===== config.mk =====
export PLATFORM = sky130hd
export DESIGN_NAME = seg_decoder_flat
export DESIGN_NICKNAME = d
export VERILOG_FILES = /design/src/rtl/seg_decoder_if.sv /design/src/rtl/seg_decoder.sv /design/src/flat_wrapper.sv
export SDC_FILE = /design/constraint.sdc
export NUM_CORES = 1
export LEC_CHECK = 0
export ABC_AREA = 1
export CORE_AREA = 5 5 69 71
export DETAILED_ROUTE_END_ITERATION = 12
export DIE_AREA = 0 0 74 76
export PLACE_DENSITY = 0.89
export SYNTH_ARGS = -nofsm -noshare
export SYNTH_HDL_FRONTEND = slang
export SYNTH_SLANG_ARGS = --single-unit

===== constraint.sdc =====
create_clock -name clk -period 4.75 [get_ports clk]
set_input_delay 0.475 -clock clk [delete_from_list [all_inputs] [get_ports clk]]
set_output_delay 0.475 -clock clk [all_outputs]
set_load 0.02 [all_outputs]

===== src/rtl/seg_decoder_if.sv =====
// Bundles the decoder's data, control and result signals so that both ends
// connect through a single interface port.
interface seg_decoder_if;
    logic       en;
    logic [6:0] seg_in;
    logic       clr_err;
    logic [3:0] hex_out;
    logic       hex_valid;
    logic       err;
    logic [7:0] err_cnt;

    modport master (
        output en, seg_in, clr_err,
        input  hex_out, hex_valid, err, err_cnt
    );

    modport slave (
        input  en, seg_in, clr_err,
        output hex_out, hex_valid, err, err_cnt
    );
endinterface


===== src/rtl/seg_decoder.sv =====
// Debounced seven-segment decoder: a pattern must stay identical for
// STABLE_CYCLES consecutive samples before it is decoded to a hex nibble.
// Illegal stable patterns pulse err and are counted in a saturating counter.
module seg_decoder #(
    parameter int unsigned STABLE_CYCLES = 4
) (
    input logic         clk,
    input logic         rst,
    seg_decoder_if.slave bus
);
    typedef enum logic [1:0] {IDLE, SETTLE, HOLD} state_t;

    localparam logic [7:0] STABLE = 8'(STABLE_CYCLES);

    state_t     state_q, state_d;
    logic [6:0] cand_q, cand_d;
    logic [7:0] cnt_q, cnt_d, cnt_inc;
    logic       dec;

    logic [3:0] hex_out_q, hex_out_d;
    logic       hex_valid_q, hex_valid_d;
    logic       err_q, err_d;
    logic [7:0] err_cnt_q, err_cnt_d;
    logic [4:0] lookup;

    // Returns {legal, nibble} for an active-low a..g pattern.
    function automatic logic [4:0] seg_lookup(input logic [6:0] p);
        case (p)
            7'h40: seg_lookup = 5'h10;
            7'h79: seg_lookup = 5'h11;
            7'h24: seg_lookup = 5'h12;
            7'h30: seg_lookup = 5'h13;
            7'h19: seg_lookup = 5'h14;
            7'h12: seg_lookup = 5'h15;
            7'h02: seg_lookup = 5'h16;
            7'h78: seg_lookup = 5'h17;
            7'h00: seg_lookup = 5'h18;
            7'h18: seg_lookup = 5'h19;
            7'h08: seg_lookup = 5'h1A;
            7'h03: seg_lookup = 5'h1B;
            7'h46: seg_lookup = 5'h1C;
            7'h21: seg_lookup = 5'h1D;
            7'h06: seg_lookup = 5'h1E;
            7'h0E: seg_lookup = 5'h1F;
            default: seg_lookup = 5'h00;
        endcase
    endfunction

    // Saturating increment keeps the stability count from wrapping.
    assign cnt_inc = (cnt_q == 8'hFF) ? cnt_q : 8'(cnt_q + 8'd1);

    // State register: FSM state, candidate pattern and stability count.
    always_ff @(posedge clk or posedge rst) begin
        // NOTE: non-blocking assignments so every register samples pre-edge values.
        if (rst) begin
            state_q <= IDLE;
            cand_q  <= 7'h7F;
            cnt_q   <= 8'd0;
        end else begin
            state_q <= state_d;
            cand_q  <= cand_d;
            cnt_q   <= cnt_d;
        end
    end

    // Next-state logic: track the current candidate and decide when it is stable.
    always_comb begin
        // NOTE: defaults first so no path through this block infers a latch.
        state_d = state_q;
        cand_d  = cand_q;
        cnt_d   = cnt_q;
        dec     = 1'b0;
        if (!bus.en) begin
            state_d = IDLE;
            cnt_d   = 8'd0;
        end else begin
            case (state_q)
                IDLE: begin
                    cand_d  = bus.seg_in;
                    cnt_d   = 8'd1;
                    state_d = SETTLE;
                end
                SETTLE: begin
                    if (bus.seg_in != cand_q) begin
                        cand_d = bus.seg_in;
                        cnt_d  = 8'd1;
                    end else begin
                        cnt_d  = cnt_inc;
                    end
                end
                HOLD: begin
                    if (bus.seg_in != cand_q) begin
                        cand_d  = bus.seg_in;
                        cnt_d   = 8'd1;
                        state_d = SETTLE;
                    end
                end
                default: state_d = IDLE;
            endcase
            // A window that reaches the threshold on this edge decodes now;
            // with a threshold of 1 that is the same edge that loads cand.
            if (state_d == SETTLE && cnt_d >= STABLE) begin
                dec     = 1'b1;
                state_d = HOLD;
            end
        end
    end

    // Output logic: turn a due decode into a valid/err pulse and update results.
    always_comb begin
        lookup      = seg_lookup(cand_d);
        hex_valid_d = dec & lookup[4];
        err_d       = dec & ~lookup[4];
        hex_out_d   = hex_valid_d ? lookup[3:0] : hex_out_q;
        if (bus.clr_err)
            err_cnt_d = 8'd0;
        else if (err_d && err_cnt_q != 8'hFF)
            err_cnt_d = 8'(err_cnt_q + 8'd1);
        else
            err_cnt_d = err_cnt_q;
    end

    // Output registers: pulses last exactly one cycle after the decoding edge.
    always_ff @(posedge clk or posedge rst) begin
        if (rst) begin
            hex_out_q   <= 4'd0;
            hex_valid_q <= 1'b0;
            err_q       <= 1'b0;
            err_cnt_q   <= 8'd0;
        end else begin
            hex_out_q   <= hex_out_d;
            hex_valid_q <= hex_valid_d;
            err_q       <= err_d;
            err_cnt_q   <= err_cnt_d;
        end
    end

    assign bus.hex_out   = hex_out_q;
    assign bus.hex_valid = hex_valid_q;
    assign bus.err       = err_q;
    assign bus.err_cnt   = err_cnt_q;
endmodule


===== src/flat_wrapper.sv =====
// flat-port wrapper written by rule: the top's interface ports become plain ports
module seg_decoder_flat 
#(
    parameter int unsigned STABLE_CYCLES = 4
)
  (clk, rst, bus_en, bus_seg_in, bus_clr_err, bus_hex_out, bus_hex_valid, bus_err, bus_err_cnt);
  seg_decoder_if bus_i ();
  input logic clk;
  input logic rst;
  input wire logic [$bits(bus_i.en)-1:0] bus_en;
  input wire logic [$bits(bus_i.seg_in)-1:0] bus_seg_in;
  input wire logic [$bits(bus_i.clr_err)-1:0] bus_clr_err;
  output wire logic [$bits(bus_i.hex_out)-1:0] bus_hex_out;
  output wire logic [$bits(bus_i.hex_valid)-1:0] bus_hex_valid;
  output wire logic [$bits(bus_i.err)-1:0] bus_err;
  output wire logic [$bits(bus_i.err_cnt)-1:0] bus_err_cnt;
  assign bus_i.en = bus_en;
  assign bus_i.seg_in = bus_seg_in;
  assign bus_i.clr_err = bus_clr_err;
  assign bus_hex_out = bus_i.hex_out;
  assign bus_hex_valid = bus_i.hex_valid;
  assign bus_err = bus_i.err;
  assign bus_err_cnt = bus_i.err_cnt;
  seg_decoder #(.STABLE_CYCLES(STABLE_CYCLES)) u_core (.clk(clk), .rst(rst), .bus(bus_i));
endmodule

==> summary.txt, run 1 <==
Synthesized flop and latch total: 31
Synthesized area per cell: 7.13 um2
Initial antenna violation count: 0
Number of enable flip-flop cells after synthesis: 0
Most frequent cell after synthesis: nand2_1
Sequential share of power: 0.448
Filler instances: 344
Initial DRC Count: 168
Synthesis Warnings: 0
Worst path max stage delay: 0.58 ns
# DRC: 0
Routed Antenna Nets: 0
PortBufs: 24
Netlist cell types: 39
GRT overflow: 0
PwrDens: 232 nW/um2
Cells after Synth: 334
Fin. max-slew vios: 0
Die Area: 5620 um2
Worst setup SP type: primary input
Clk buf depth: 2
CTS root buf: clkbuf_8
Crit path max-delay cell type: clkdlybuf4s50_1
Total negative slack: 0 ns
Vias in the first global route: 2108
Sequential-to-total area share from yosys stat: 0.329
WP data arrival: 3.05 ns
Share of post-route cells with drive strength above 1: 0.146
Most common flop cell mapped by yosys: dfrtp_1
Clock Skew: 0.00795 ns
Yosys top cell by area: dfrtp_1
Unrepaired setup endpoints after global routing: no
Worst Setup SP: bus_en
Hold_buf cts: 0
Sw power: 190 uW
Area grow syn2layout: 16.0%
Vias post-DR: 2186
Maximum vdd drop: 0.000268 V
Post-CTS sizing: 0
I/O Pins: 25
Post-CTS setup buffer count: 0
Crit share post-route: 0.605
Nets: 379
Worst r2r src: u_core.state_q[1]
Num rows: 24
Worst setup EP type: flop
Ant diodes: 0
Drt via density: 5.27
Clk Latency, worst-skew pair: 0.29 ns
Critical Path End: u_core.bus.err_cnt[2]
Final setup viols: 0
Clock power share: 0.362
Crit Path Category: in2reg
Internal: 451 uW
Wire per inst: 12.6 um
Comb power frac: 0.190
Leakage power: 0.00141 uW
Clock transition at path regs: 0.07 ns
Starting Density: 0.570
Final Wtd Congestion: 0.942
Final WL: 5210 um
Pwr Total: 640 uW
Fmax: 348 MHz
CTS tree: built
Outcome: completed
Max-cap viol count: 0
Total nets after synthesis: 351
First-pass GRT wire length: 9030 um
CTS Buf Count: 5
Clk sinks: 31
Critical path peak fanout: 13
Worst path cell trace: clkdlybuf4s50_1 -> inv_2 -> nor2_8 -> o21ai_2 -> o22ai_4 -> inv_2 -> nand2_2 -> nor2_1 -> nor2_2 -> nand2_1 -> nor2_4 -> nand2_4 -> nor2_8 -> nand2_4 -> nand3_1 -> nand2_1
Area of the core: 4170 um2
Top post-synthesis cells by count: 88 x nand2_1, 43 x inv_1, 31 x nor2_1
Switch share: 0.296
GRT Overall Usage: 0.198
Worst R2R Setup Slack: 2.04 ns
Largest net degree at the start of global routing: 32
H-tree Lvls: 2
Die Width: 74 um
Final hold vios: 0
Post-synth ARST share: 1.00
Die H: 76 um
Required time of the critical path: 4.92 ns
Cell area after synthesis: 2380 um2
Synth top area share: 0.252
FF-to-FF End: u_core.bus.err_cnt[2]
DPL Wire Length: 3930 um
Top cells by area, synth: dfrtp_1 25%, nand2_1 14%, dfstp_2 7.7%, inv_1 6.8%, nand3_1 5.9%
Fin crit period: 2.87 ns
Slew margin rel.: 0.237
Hold/Removal Path Class: reg2reg
Tightest Pin Transition: 1.14 ns
Path depth of the worst reg2reg path: 15
DR pass1 iterations: 4
## area by class of cell
class                           count  area [um2]  area share
Tap cell                           52        65.1      0.0236
Clock buffer                        7        96.3      0.0349
Multi-Input combinational cell    247        1370       0.495
Timing Repair Buffer               24         240      0.0870
Inverter                           53         201      0.0729
Clock inverter                      1        7.51     0.00272
Sequential cell                    31         785       0.284
## worst max-delay path: cells and delay by family
kind,cells,cell delay (ns)
AO/OA/AOI/OAI,2,0.35
AND/OR/NAND/NOR,11,1.38
buffers and inverters,3,0.84
## power by group through the flow
stage | clock (uW) | combinational [uW] | sequential (uW)
after floorplan | 0 | 95.5 | 288
after global placement | 0 | 116 | 291
after detailed placement | 0 | 120 | 291
after CTS | 236 | 121 | 287
after global routing | 250 | 136 | 288
final | 232 | 121 | 287
## cells in the final DEF (no fill, tap or decap), types with 7 or more instances in the layout
cell type and count:
a21oi_1 9, o21ai_0 7, clkdlybuf4s50_1 24, inv_2 8, xor2_1 7, nand4_1 22, inv_1 43, dfstp_2 7
clkbuf_8 7, dfrtp_1 24, nand2_1 88, nand3_1 28, nor2_1 31
## worst min path at each step
stage                           from               endpoint  slack (ns)  cells past startpoint
2_1_floorplan        u_core.cnt_q[1]        u_core.cnt_q[1]        0.54                      2
3_3_place_gp   u_core.bus.hex_out[2]  u_core.bus.hex_out[2]        0.48                      2
3_5_place_dp   u_core.bus.hex_out[2]  u_core.bus.hex_out[2]        0.48                      2
4_1_cts        u_core.bus.hex_out[2]  u_core.bus.hex_out[2]        0.50                      2
5_1_grt        u_core.bus.hex_out[2]  u_core.bus.hex_out[2]        0.52                      2
6_report       u_core.bus.hex_out[2]  u_core.bus.hex_out[2]        0.50                      2
## metal layers
| metal | wire (um) | share of wire | GRT usage | up-vias |
|---|---|---|---|---|
| met1 | 2420 | 0.46 | 0.256 | 999 |
| met2 | 2560 | 0.49 | 0.327 | 35 |
| li1 | - | - | - | 1144 |
| met5 | 0 | 0 | 0 | - |
| met3 | 165 | 0.032 | 0.0396 | 8 |
| met4 | 70 | 0.013 | 0.0652 | 0 |
## metrics by stage
stage	hold WS, ns	worst slack (ns)	util	cell area [um2]	instances
after floorplan	0.535	2.44	-	2380	334
after global placement	0.478	1.72	0.637	2660	407
after detailed placement	0.482	1.61	0.637	2660	407
after CTS	0.505	1.88	0.662	2760	415
after global routing	0.525	1.68	0.662	2760	415
final	0.501	1.88	0.662	2760	415
## registers in the layout, indices dropped and copies added (netlist names)
signal and flops:
u_core.cnt_q 8, u_core.bus.hex_valid 1, u_core.cand_q 7, u_core.bus.err 1
u_core.state_q 2, u_core.bus.err_cnt 8, u_core.bus.hex_out 4
## cells by family after synthesis
family          count (synthesis)  share of synthesized area
simple gates                  196                      0.406
fa+ha+maj                       6                     0.0315
compound gates                 35                      0.100
xor+xnor                       10                     0.0368
buf+inv                        56                     0.0962
flops                          31                      0.329
Power figures use the tool's default switching activity.
==> inputs of run 2 (changes only) <==
- CORE_AREA: 5 5 69 71 -> 5 5 71 73
- DIE_AREA: 0 0 74 76 -> 0 0 76 78
- PLACE_DENSITY: 0.89 -> 0.84
- clock period: 4.75 -> 2.9 ns (I/O delays scaled with it)
==> summary.txt, run 2 (synthesis results as in run 1) <==
Outcome: completed
Worst path max stage delay: 0.41 ns (-0.17 ns)
Final Wtd Congestion: 0.837 (-11%)
Vias in the first global route: 2129 (+1.0%)
Drt via density: 5.29 (+0.50%)
CP delay by family, top: simple AND/OR/NAND/NOR gates
Worst Path Buf+Inv: 1 (-2)
GRT Overall Usage: 0.186 (-0.0130)
Max-cap viol count: 0 (unchanged)
I/O Pins: 25 (unchanged)
Initial antenna violation count: 0 (unchanged)
WP data arrival: 2.80 ns (-0.25 ns)
Crit share post-route: 0.905
Final WL: 5200 um (-0.25%)
Clk buf depth: 2 (unchanged)
CTS Buf Count: 5 (unchanged)
Tightest Pin Transition: 0.940 ns (-0.202 ns)
First-pass GRT wire length: 9180 um (+1.6%)
Area grow syn2layout: 18.8%
CTS tree: built
Fin. max-slew vios: 0 (unchanged)
GRT overflow: 0 (unchanged)
Clock Skew: 0.0129 ns (+0.00498 ns)
PortBufs: 24 (unchanged)
Clk sinks: 31 (unchanged)
Die H: 78 um (+2.6%)
Final hold vios: 0 (unchanged)
Fmax: 381 MHz
Vias post-DR: 2234 (+2.2%)
Most frequent cells in the layout: 88 x nand2_1, 43 x inv_1, 31 x nor2_1
Nets: 386 (+1.8%)
Starting Density: 0.554 (-0.0160)
Post-CTS sizing: 0 (unchanged)
Wire per inst: 12.3 um (-1.9%)
Unrepaired setup endpoints after global routing: no
Total negative slack: 0 ns (unchanged)
Crit path max-delay cell type: dfrtp_1
Largest net degree at the start of global routing: 26 (-19%)
Worst setup EP type: flop
Critical path peak fanout: 12 (-1)
Ant diodes: 0 (unchanged)
Final setup viols: 0 (unchanged)
Initial DRC Count: 145 (-14%)
Worst setup SP type: flop
Placed Cells: 410 (+0.74%)
H-tree Lvls: 2 (unchanged)
Die Area: 5930 um2 (+5.4%)
Clock transition at path regs: 0.07 ns (about the same)
Area of the core: 4290 um2 (+2.9%)
Commonest non-fill, non-tap cell in the layout: nand2_1
DR pass1 iterations: 5 (+1)
Hold_buf cts: 0 (unchanged)
Required time of the critical path: 3.07 ns (-1.85 ns)
# DRC: 0 (unchanged)
PwrDens: 394 nW/um2 (+70%)
Crit Path Category: reg2reg
Post-CTS setup buffer count: 0 (unchanged)
Fin crit period: 2.62 ns
Worst path cell trace: ha_1 -> nor2_8 -> o21ai_2 -> o22ai_4 -> inv_2 -> nand2_2 -> nor2_1 -> nor2_2 -> nand2_1 -> nor2_4 -> nand2_4 -> nor2_8 -> nand2_4 -> nand3_1 -> nand2_1
CTS root buf: clkbuf_8
Hold/Removal Path Class: reg2reg
DPL Wire Length: 3960 um (+0.78%)
Share of post-route cells with drive strength above 1: 0.162 (+0.0162)
Num rows: 24 (unchanged)
Leakage power: 0.00145 uW (+3.1%)
Routed Antenna Nets: 0 (unchanged)
Clk Latency, worst-skew pair: 0.29 ns (about the same)
Maximum vdd drop: 0.000299 V (+12%)
Final non-filler cell total: 422 (+1.7%)
Die Width: 76 um (+2.7%)
Slew margin rel.: 0.372 (+0.135)
-- run 2: cell count changes in the layout (fill, tap and decap cells not counted) --
cell,delta
buf_4,+7
bufinv_16,+1
clkbuf_8,-1
clkinv_2,+1
clkinvlp_4,-1
-- run 2: final timing paths --
kind / endpoint / startpoint / slack [ns] / cells past startpoint
setup / recovery: u_core.bus.err_cnt[5] / u_core.state_q[1] / 0.28 / 15
hold / removal: u_core.bus.hex_out[1] / u_core.bus.hex_out[1] / 0.50 / 2
setup reg to reg: u_core.bus.err_cnt[5] / u_core.state_q[1] / 0.28 / 15
hold reg to reg: u_core.bus.hex_out[1] / u_core.bus.hex_out[1] / 0.50 / 2
max in group asynchronous: u_core.cand_q[6] / rst / 1.63 / 3
min in group asynchronous: u_core.cnt_q[5] / rst / 0.52 / 2
-- run 2: area by class of cell --
class	instances	area [um2]
Multi-Input combinational cell	247	1370
Clock buffer	6	82.6
Inverter	53	201
Timing Repair Buffer	31	293
Clock inverter	2	35.0
Sequential cell	31	785
Fill cell	372	1470
Tap cell	52	65.1
-- run 2: where the power goes --
| part | switching (uW) | internal (uW) | total (uW) |
|---|---|---|---|
| registers | 14.2 | 454 | 469 |
| logic | 133 | 74.5 | 207 |
| clock network | 162 | 278 | 440 |
-- run 2: through the flow --
step	hold slack, ns	utilization	setup WS (ns)	total power, uW	area [um2]
2_1_floorplan	0.388	-	0.586	629	2380
3_3_place_gp	0.484	0.624	0.142	671	2680
3_5_place_dp	0.485	0.624	0.0962	677	2680
4_1_cts	0.505	0.652	0.164	1120	2800
5_1_grt	0.543	0.659	0.0492	1180	2830
6_report	0.502	0.659	0.276	1120	2830
-- run 2: metal layers --
metal  global-route usage  part of all wire  up-vias  wire length, um
met5                    0                 0        -                0
met4               0.0712             0.014        0               71
met3               0.0382             0.033        8              173
met2                0.294              0.46       46             2400
met1                0.249              0.49     1027             2550
li1                     -                 -     1153                -
-- run 2: worst reg2reg max path: stages, from the launching register on --
cell	delay [ns]
dfrtp_1	0.41
ha_1	0.31
nor2_8	0.24
o21ai_2	0.15
o22ai_4	0.18
inv_2	0.10
nand2_2	0.12
nor2_1	0.06
nor2_2	0.16
nand2_1	0.11
nor2_4	0.14
nand2_4	0.09
nor2_8	0.19
nand2_4	0.10
nand3_1	0.09
nand2_1	0.05
